$ cat src/rtl/sha256_pkg.sv
// Shared sizing constants and FSM encoding for the SHA-256 message-schedule sequencer.
package sha256_pkg;

  localparam int WORD_W    = 32;
  localparam int BLK_BEATS = 8;
  localparam int SCH_BEATS = 32;
  localparam int RND_W     = 6;

  typedef enum logic [1:0] {
    ST_IDLE,
    ST_LOAD,
    ST_EXPAND,
    ST_DRAIN
  } sched_state_t;

endpackage

$ cat src/rtl/sched_vpipe.sv
// DEPTH-stage valid/round/last tag pipeline shadowing the schedule datapath; shifts only on en_i.
// Latency DEPTH advances; holds its contents while en_i is low.
module sched_vpipe
  import sha256_pkg::*;
#(
  parameter int DEPTH = 2
) (
  input  logic             clk_i,
  input  logic             clr_i,
  input  logic             en_i,
  input  logic             vld_i,
  input  logic [RND_W-1:0] round_i,
  input  logic             last_i,
  output logic             vld_o,
  output logic [RND_W-1:0] round_o,
  output logic             last_o
);

  logic [DEPTH-1:0]            r_vld;
  logic [DEPTH-1:0]            r_last;
  logic [DEPTH-1:0][RND_W-1:0] r_round;

  always_ff @(posedge clk_i) begin
    if (clr_i) begin
      r_vld   <= '0;
      r_last  <= '0;
      r_round <= '0;
    end else if (en_i) begin
      r_vld[0]   <= vld_i;
      r_last[0]  <= last_i;
      r_round[0] <= round_i;
      for (int i = 1; i < DEPTH; i++) begin
        r_vld[i]   <= r_vld[i-1];
        r_last[i]  <= r_last[i-1];
        r_round[i] <= r_round[i-1];
      end
    end
  end

  assign vld_o   = r_vld[DEPTH-1];
  assign round_o = r_round[DEPTH-1];
  assign last_o  = r_last[DEPTH-1];

endmodule

$ cat src/rtl/sha256_sched_ctrl.sv
// SHA-256 message-schedule sequencer: loads 8 input beats, expands to 32 schedule beats, tags rounds.
// Pairs appear PIPE_LAT advances after entry; input gaps and w_ready_i low both freeze the datapath enable.
module sha256_sched_ctrl #(
  parameter int WORD_W    = sha256_pkg::WORD_W,
  parameter int PIPE_LAT  = 2,
  parameter int BLK_BEATS = sha256_pkg::BLK_BEATS,
  parameter int SCH_BEATS = sha256_pkg::SCH_BEATS
) (
  input  logic                clk_i,
  input  logic                rst_i,
  input  logic                blk_valid_i,
  output logic                blk_ready_o,
  input  logic [2*WORD_W-1:0] blk_data_i,
  input  logic                blk_last_i,
  input  logic [2*WORD_W-1:0] fb_data_i,
  output logic                dp_en_o,
  output logic                sched_sel_o,
  output logic [2*WORD_W-1:0] sched_data_o,
  output logic                w_valid_o,
  input  logic                w_ready_i,
  output logic [5:0]          round_o,
  output logic                last_o,
  output logic                blk_done_o,
  output logic                busy_o
);

  import sha256_pkg::*;

  localparam int                 CNT_W    = $clog2(SCH_BEATS);
  localparam logic [CNT_W-1:0]   LOAD_END = CNT_W'(BLK_BEATS - 1);
  localparam logic [CNT_W-1:0]   SCH_END  = CNT_W'(SCH_BEATS - 1);
  localparam logic [RND_W-1:0]   LAST_RND = RND_W'(2 * SCH_BEATS - 2);

  sched_state_t      r_state, w_state_nxt;
  logic [CNT_W-1:0]  r_beat_cnt, w_beat_cnt_nxt;
  logic              r_last_flag, w_last_flag_nxt;
  logic              r_taken;
  logic              r_done;
  logic              w_out_free;
  logic              w_adv;
  logic              w_hs;
  logic              w_stage_vld;
  logic              w_stage_last;
  logic [RND_W-1:0]  w_stage_round;
  logic              w_pipe_vld;
  logic              w_pipe_last;
  logic [RND_W-1:0]  w_pipe_round;

  // A pair consumed while the datapath is held (input gap) must not be presented a second time.
  assign w_valid_o     = w_pipe_vld && !r_taken;
  assign w_hs          = w_valid_o && w_ready_i;
  assign w_out_free    = !w_valid_o || w_ready_i;
  assign w_stage_round = RND_W'({r_beat_cnt, 1'b0});
  assign w_stage_last  = r_last_flag && (r_beat_cnt == SCH_END);

  always_comb begin
    w_state_nxt     = r_state;
    w_beat_cnt_nxt  = r_beat_cnt;
    w_last_flag_nxt = r_last_flag;
    blk_ready_o     = 1'b0;
    w_adv           = 1'b0;
    w_stage_vld     = 1'b0;
    case (r_state)
      ST_IDLE: begin
        blk_ready_o = w_out_free;
        if (blk_valid_i && w_out_free) begin
          w_adv           = 1'b1;
          w_stage_vld     = 1'b1;
          w_beat_cnt_nxt  = CNT_W'(1);
          w_last_flag_nxt = blk_last_i;
          w_state_nxt     = ST_LOAD;
        end
      end
      ST_LOAD: begin
        blk_ready_o = w_out_free;
        if (blk_valid_i && w_out_free) begin
          w_adv          = 1'b1;
          w_stage_vld    = 1'b1;
          w_beat_cnt_nxt = r_beat_cnt + CNT_W'(1);
          if (r_beat_cnt == LOAD_END) w_state_nxt = ST_EXPAND;
        end
      end
      ST_EXPAND: begin
        w_adv       = w_out_free;
        w_stage_vld = 1'b1;
        if (w_out_free) begin
          w_beat_cnt_nxt = r_beat_cnt + CNT_W'(1);
          if (r_beat_cnt == SCH_END) w_state_nxt = ST_DRAIN;
        end
      end
      ST_DRAIN: begin
        w_adv = w_out_free;
        if (w_hs && (w_pipe_round == LAST_RND)) w_state_nxt = ST_IDLE;
      end
      default: w_state_nxt = ST_IDLE;
    endcase
    if (rst_i) begin
      blk_ready_o = 1'b0;
      w_adv       = 1'b0;
    end
  end

  always_ff @(posedge clk_i) begin
    if (rst_i) begin
      r_state     <= ST_IDLE;
      r_beat_cnt  <= '0;
      r_last_flag <= 1'b0;
      r_taken     <= 1'b0;
      r_done      <= 1'b0;
    end else begin
      r_state     <= w_state_nxt;
      r_beat_cnt  <= w_beat_cnt_nxt;
      r_last_flag <= w_last_flag_nxt;
      r_done      <= (r_state == ST_DRAIN) && (w_state_nxt == ST_IDLE);
      if (w_adv)     r_taken <= 1'b0;
      else if (w_hs) r_taken <= 1'b1;
    end
  end

  sched_vpipe #(
    .DEPTH (PIPE_LAT)
  ) u_vpipe (
    .clk_i   (clk_i),
    .clr_i   (rst_i),
    .en_i    (w_adv),
    .vld_i   (w_stage_vld),
    .round_i (w_stage_round),
    .last_i  (w_stage_last),
    .vld_o   (w_pipe_vld),
    .round_o (w_pipe_round),
    .last_o  (w_pipe_last)
  );

  assign dp_en_o      = w_adv;
  assign sched_sel_o  = (r_state == ST_EXPAND) || (r_state == ST_DRAIN);
  assign sched_data_o = sched_sel_o ? fb_data_i : blk_data_i;
  assign round_o      = w_pipe_round;
  assign last_o       = w_pipe_last && w_valid_o;
  assign blk_done_o   = r_done;
  assign busy_o       = (r_state != ST_IDLE);

endmodule
$ cat config.mk
export PLATFORM = sky130hd
export DESIGN_NAME = sha256_sched_ctrl
export DESIGN_NICKNAME = d
export VERILOG_FILES = /design/src/rtl/sha256_pkg.sv /design/src/rtl/sched_vpipe.sv /design/src/rtl/sha256_sched_ctrl.sv
export SDC_FILE = /design/constraint.sdc
export NUM_CORES = 1
export LEC_CHECK = 0
export ABC_AREA = 1
export ABC_CLOCK_PERIOD_IN_PS = 4100
export CAP_MARGIN = 20
export CORE_ASPECT_RATIO = 2
export CORE_UTILIZATION = 32
export CTS_CLUSTER_DIAMETER = 80
export DETAILED_ROUTE_END_ITERATION = 10
export PLACE_DENSITY = 0.94
export SLEW_MARGIN = 15
export SYNTH_ARGS = -nofsm -noshare
export SYNTH_HDL_FRONTEND = slang
export SYNTH_SLANG_ARGS = --single-unit
$ cat constraint.sdc
create_clock -name clk_i -period 4.1 [get_ports clk_i]
set_input_delay 1.23 -clock clk_i [delete_from_list [all_inputs] [get_ports clk_i]]
set_output_delay 1.23 -clock clk_i [all_outputs]
set_load 0.02 [all_outputs]
**After elaboration in Yosys (flattened, before gate mapping)**

Cells that the tools add are included.

- Flip-flop bits (word level): 24
- Output and inout port bits: 77

- Add/sub/neg operators: 1
- Equal/unequal tests: 9
- Mux-type cells: 18
- Reductions and logical operators: 20

Operators by type and width:

| operator | number |
|---|---|
| 2-to-1 mux 64 bit | 1 |
| 2-to-1 mux 5 bit | 3 |
| one-hot mux 5 bit (3 select lines) | 1 |
| 2-to-1 mux 2 bit | 6 |
| equality test 5 bit (second input constant) | 2 |
| one-hot mux 2 bit (4 select lines) | 1 |
| logical AND 1 bit | 7 |
| inequality test 2 bit (second input constant) | 3 |
| OR reduction 2 bit | 3 |
| adder 5 x 1 -> 5 bit (second input constant) | 1 |
| equality test 5 x 3 -> 1 bit (second input constant) | 1 |
| equality test 2 bit (second input constant) | 2 |
| logical NOT 2 bit | 2 |
| 2-to-1 mux 1 bit | 4 |
| one-hot mux 1 bit (2 select lines) | 2 |
| AND reduction 4 bit | 1 |
| nonzero test 3 bit | 1 |
| equality test 2 x 1 -> 1 bit (second input constant) | 1 |
| logical NOT 1 bit | 2 |
| logical OR 1 bit | 2 |
| AND reduction 2 bit | 1 |
| nonzero test 2 bit | 1 |

**Logic depth before layout (Yosys ltp)**

- Depth in word-level cells: 9
- Depth in mapped cells: 11

**Cells and area by module**

A second synthesis with hierarchy kept.

- Cell total of the unflattened synthesis: 415
- Area, all modules: 2188.3 um^2

By module, submodules not included:

| module | times used | cells an instance | area an instance (um^2) |
|---|---|---|---|
| sha256_sched_ctrl | 1 | 308 | 1472.7 |
| sched_vpipe | 1 | 107 | 715.7 |

**Worst setup path after synthesis**

OpenSTA, ideal clock, no wires.

- Path kind: input port to output port
- From: input port rst_i
- To: output port blk_ready_o
- Arrival time: 1834 ps
- Path slack: 1036 ps
- Cell stages on the path: 4
- Buffers on the path: 1
- Cell sequence: inv_1 -> buf_2 -> nand2_1 -> nor2_1

- Word-level cells in the longest chain between the ends: 1

Ends and longest elaborated chain:

| what | RTL line | RTL |
|---|---|---|
| start, declared | sha256_sched_ctrl.sv:10 | `input logic rst_i,` |
| 2-to-1 mux 1 bit | sha256_sched_ctrl.sv:97 | `if (rst_i) begin` |
| end, declared | sha256_sched_ctrl.sv:12 | `output logic blk_ready_o,` |

Every way passes these cells.

**Worst setup path after layout**

- From: input port w_ready_i
- To: output port dp_en_o

- Word-level cells in the longest chain between the ends: 5

Ends and longest elaborated chain:

| what | RTL line | RTL |
|---|---|---|
| start, declared | sha256_sched_ctrl.sv:20 | `input logic w_ready_i,` |
| logical OR 1 bit * | sha256_sched_ctrl.sv:52 | `assign w_out_free = !w_valid_o \|\| w_ready_i;` |
| logical AND 1 bit | sha256_sched_ctrl.sv:66, sha256_sched_ctrl.sv:76 |  |
| 2-to-1 mux 1 bit | sha256_sched_ctrl.sv:66, sha256_sched_ctrl.sv:76 |  |
| one-hot mux 1 bit (2 select lines) * | sha256_sched_ctrl.sv:63 | `case (r_state)` |
| 2-to-1 mux 1 bit * | sha256_sched_ctrl.sv:97 |  |
| end, declared | sha256_sched_ctrl.sv:16 | `output logic dp_en_o,` |

Mark *: on every way between the ends. The rest lies on a longest branch, timed or not.

==> key figures <==
Outcome
  – Status: completed

Timing
  – Final Setup Violations: 0
  – Final WS setup: 0.119 ns
  – Slew Limit Fails: 0
  – Post-Route Setup TNS: 0 ns
  – Min Tclk post-route: 3.98 ns
  – RSZ-0062 raised after global routing: no
  – Final hold vios: 0
  – Fmax: 0.251 GHz
  – Clock skew: 0.00364 ns
  – Final period util: 97.1%

Min path
  – Worst hold path class: flip-flop to flip-flop

Synthesis
  – Syn nets: 501
  – Synth area leaders: nand2_1 (40%), dfxtp_1 (23%), ha_1 (3.6%)
  – Yosys cell types: 31
  – Synth Flop Type: dfxtp_1
  – Most numerous cell in the Yosys netlist: nand2_1
  – Yosys warns: 0
  – Sequential fraction of the synthesis area: 23.3%
  – Post-Synthesis Cells: 362
  – Syn Std Cell Area: 2060 um^2
  – Synth top area share: 39.8%
  – Area leader, netlist: nand2_1
  – Number of synthesized flops with an enable pin: 0
  – Synthesized area per cell: 5.69 um^2
  – Flops & latches, synth: 24
  – Async S/R FF share, synth: 0%
  – Post-synth top cells: nand2_1 (218), dfxtp_1 (24), inv_1 (20), buf_2 (14), nor2_1 (13)

Cells and area
  – Total Nets Final: 698
  – Multi-input gate area: 1350 um^2
  – FF/Latch Area: 480 um^2
  – Post-layout util: 68.4%
  – Antenna diode count: 0
  – Layout cells sized above 1: 6.81%
  – Fillcell total: 524
  – Synth-to-layout area growth: 108%

Global route
  – Busiest grt layer: met2
  – Met1 GRT Util: 27.3%
  – Tot GR Track Use: 26.3%
  – Grt met3 use: 17.0%
  – First-pass GRT wire length: 13300 um
  – Vias in the first global route: 2722
  – Remaining Overflow, GRT: 0
  – Largest net degree at the start of global routing: 59
  – M2 GR Usage: 44.2%
  – Initial antenna violation count: 0

Placed design
  – Gpl congestion: 0.840
  – Pre-CTS WS: 0.128 ns
  – Dpl hpwl: 7860 um
  – IO buf count: 208

Critical path
  – Arrival @ worst endpoint: 2.75 ns
  – CP endpoint kind: primary output
  – CP most frequent cell: clkdlybuf4s50_1
  – Crit-path max FO: 6
  – R2R setup slack: 2.32 ns
  – Slowest-stage cell, CP: clkdlybuf4s50_1
  – Required @ worst endpoint: 2.87 ns
  – Critical Setup Path Class: input port to primary output
  – Crit-path max cell delay: 0.63 ns
  – Worst Setup Start Kind: input port
  – Critical Path, Cell by Cell: clkdlybuf4s50_1, inv_2, nand3_4, o21ai_4, nor2_4, clkdlybuf4s50_1

Clock tree
  – Clock transition at the registers of the reported paths: 0.06 ns
  – Post-CTS Hold Buffers: 0
  – Htree depth: 1
  – Worst skew pair latency: 0.26 ns
  – Post-CTS Setup Bufs: 0
  – Maximum clock insertion buffer count: 2
  – CTS tree: built
  – # resized after CTS: 0
  – Root Driver: clkbuf_16
  – Clock Sinks: 24
  – CTS Buf Count: 3

Drt
  – Post-Route WL: 9630 um
  – WL/cell: 15.0 um
  – Via count: 2985
  – Post-route ant nets: 0
  – Remaining DRCs: 0
  – Drt pass-1 iters: 4
  – DR iter-0 viols: 205
  – Number of vias per cell: 4.64

Floorplanning
  – Die span in y: 115 um
  – IO Pins: 210
  – Core area: 6260 um^2
  – Die ar.: 6780 um^2
  – Die Span X: 58.7 um
  – Starting Density: 32.9%
  – Num rows: 41

Flow run
  – Max cap viols: 0

Power and ir drop
  – Leakage: 1.91 nW
  – Maximum vdd drop: 306 uV
  – Total Power: 899 uW
  – Power Density: 210 nW/um^2
final timing paths:
path | start | to | cells after the start
setup / recovery | w_ready_i | dp_en_o | 6
hold / removal | u_vpipe.r_round[1]$_SDFFE_PP0P_ | u_vpipe.round_o[1]$_SDFFE_PP0P_ | 2
setup reg to reg | r_state[0]$_SDFF_PP0_ | u_vpipe.r_round[5]$_SDFFE_PP0P_ | 8
hold reg to reg | u_vpipe.r_round[1]$_SDFFE_PP0P_ | u_vpipe.round_o[1]$_SDFFE_PP0P_ | 2
worst max-delay path: cells and delay by family:
family                 cells  cell delay, ns
buffers and inverters      3            1.15
AND/OR/NAND/NOR            2            0.28
AO/OA/AOI/OAI              1            0.09
final cells by class:
| type | count | share of cell area [%] |
|---|---|---|
| repair buffers | 214 | 50.0 |
| inverters | 26 | 2.34 |
| flip-flops and latches | 24 | 11.2 |
| clock buffers | 3 | 1.75 |
| multi-input cells | 290 | 31.5 |
| well taps | 86 | 2.51 |
| clock inverters | 1 | 0.701 |
cells in the final DEF (no fill, tap or decap):
master           count
o22ai_2              6
bufinv_16            1
a211oi_1             2
ha_1                 6
o21ai_2              5
clkdlybuf4s50_1    208
nor3_1               2
a21oi_1              4
nand3_4              1
inv_1               20
a31oi_1              1
conb_1               1
buf_12               1
inv_4                1
nand3_1             12
o21ai_4              1
nand4_1              1
inv_2                5
nand2_2              2
nor2_1              13
nor2_4               2
clkbuf_16            3
buf_4                5
nor3_2               1
nand3b_1             1
nor2_2               2
o211ai_4             1
o21ai_0              2
nand2_4              1
nand2_1            218
o21ai_1              5
dfxtp_1             24
per-layer routing:
metal	part of all wire, %	up-vias
met1	37	1303
met3	16	14
met4	1.2	0
li1	-	1490
met2	45	178
met5	0	-
logic make-up after synthesis:
kind of cell,Yosys count,share of synthesized area (%)
DFF,24,23.3
adders and majority gates,6,3.65
AOI/OAI and AO/OA,27,11.3
and+or+nand+nor,256,50.2
other,1,0.182
buffers and inverters,48,11.4
stage by stage:
| step | hold WS, ns | std cells | area, um^2 |
|---|---|---|---|
| finish | 0.476 | 644 | 4280 |
| global route | 0.497 | 644 | 4280 |
| CTS | 0.476 | 644 | 4280 |
| detailed placement | 0.466 | 640 | 4180 |
| global placement | 0.464 | 640 | 4180 |
| floorplan | 0.444 | 362 | 2060 |
state kept, by name, summed over array words and instances, names as in the netlist:
register	cells
u_vpipe.r_last	2
r_last_flag	1
r_state	2
r_taken	1
u_vpipe.round_o	5
r_beat_cnt	5
u_vpipe.r_vld	2
blk_done_o	1
u_vpipe.r_round	5
where the power goes:
| group | total, mW | leakage (nW) | switching (mW) | internal (mW) |
|---|---|---|---|---|
| clock | 0.281 | 0.0511 | 0.0871 | 0.194 |
| combinational | 0.366 | 1.66 | 0.158 | 0.208 |
| sequential | 0.252 | 0.195 | 0.00838 | 0.243 |
(Power assumes the default switching activity.)
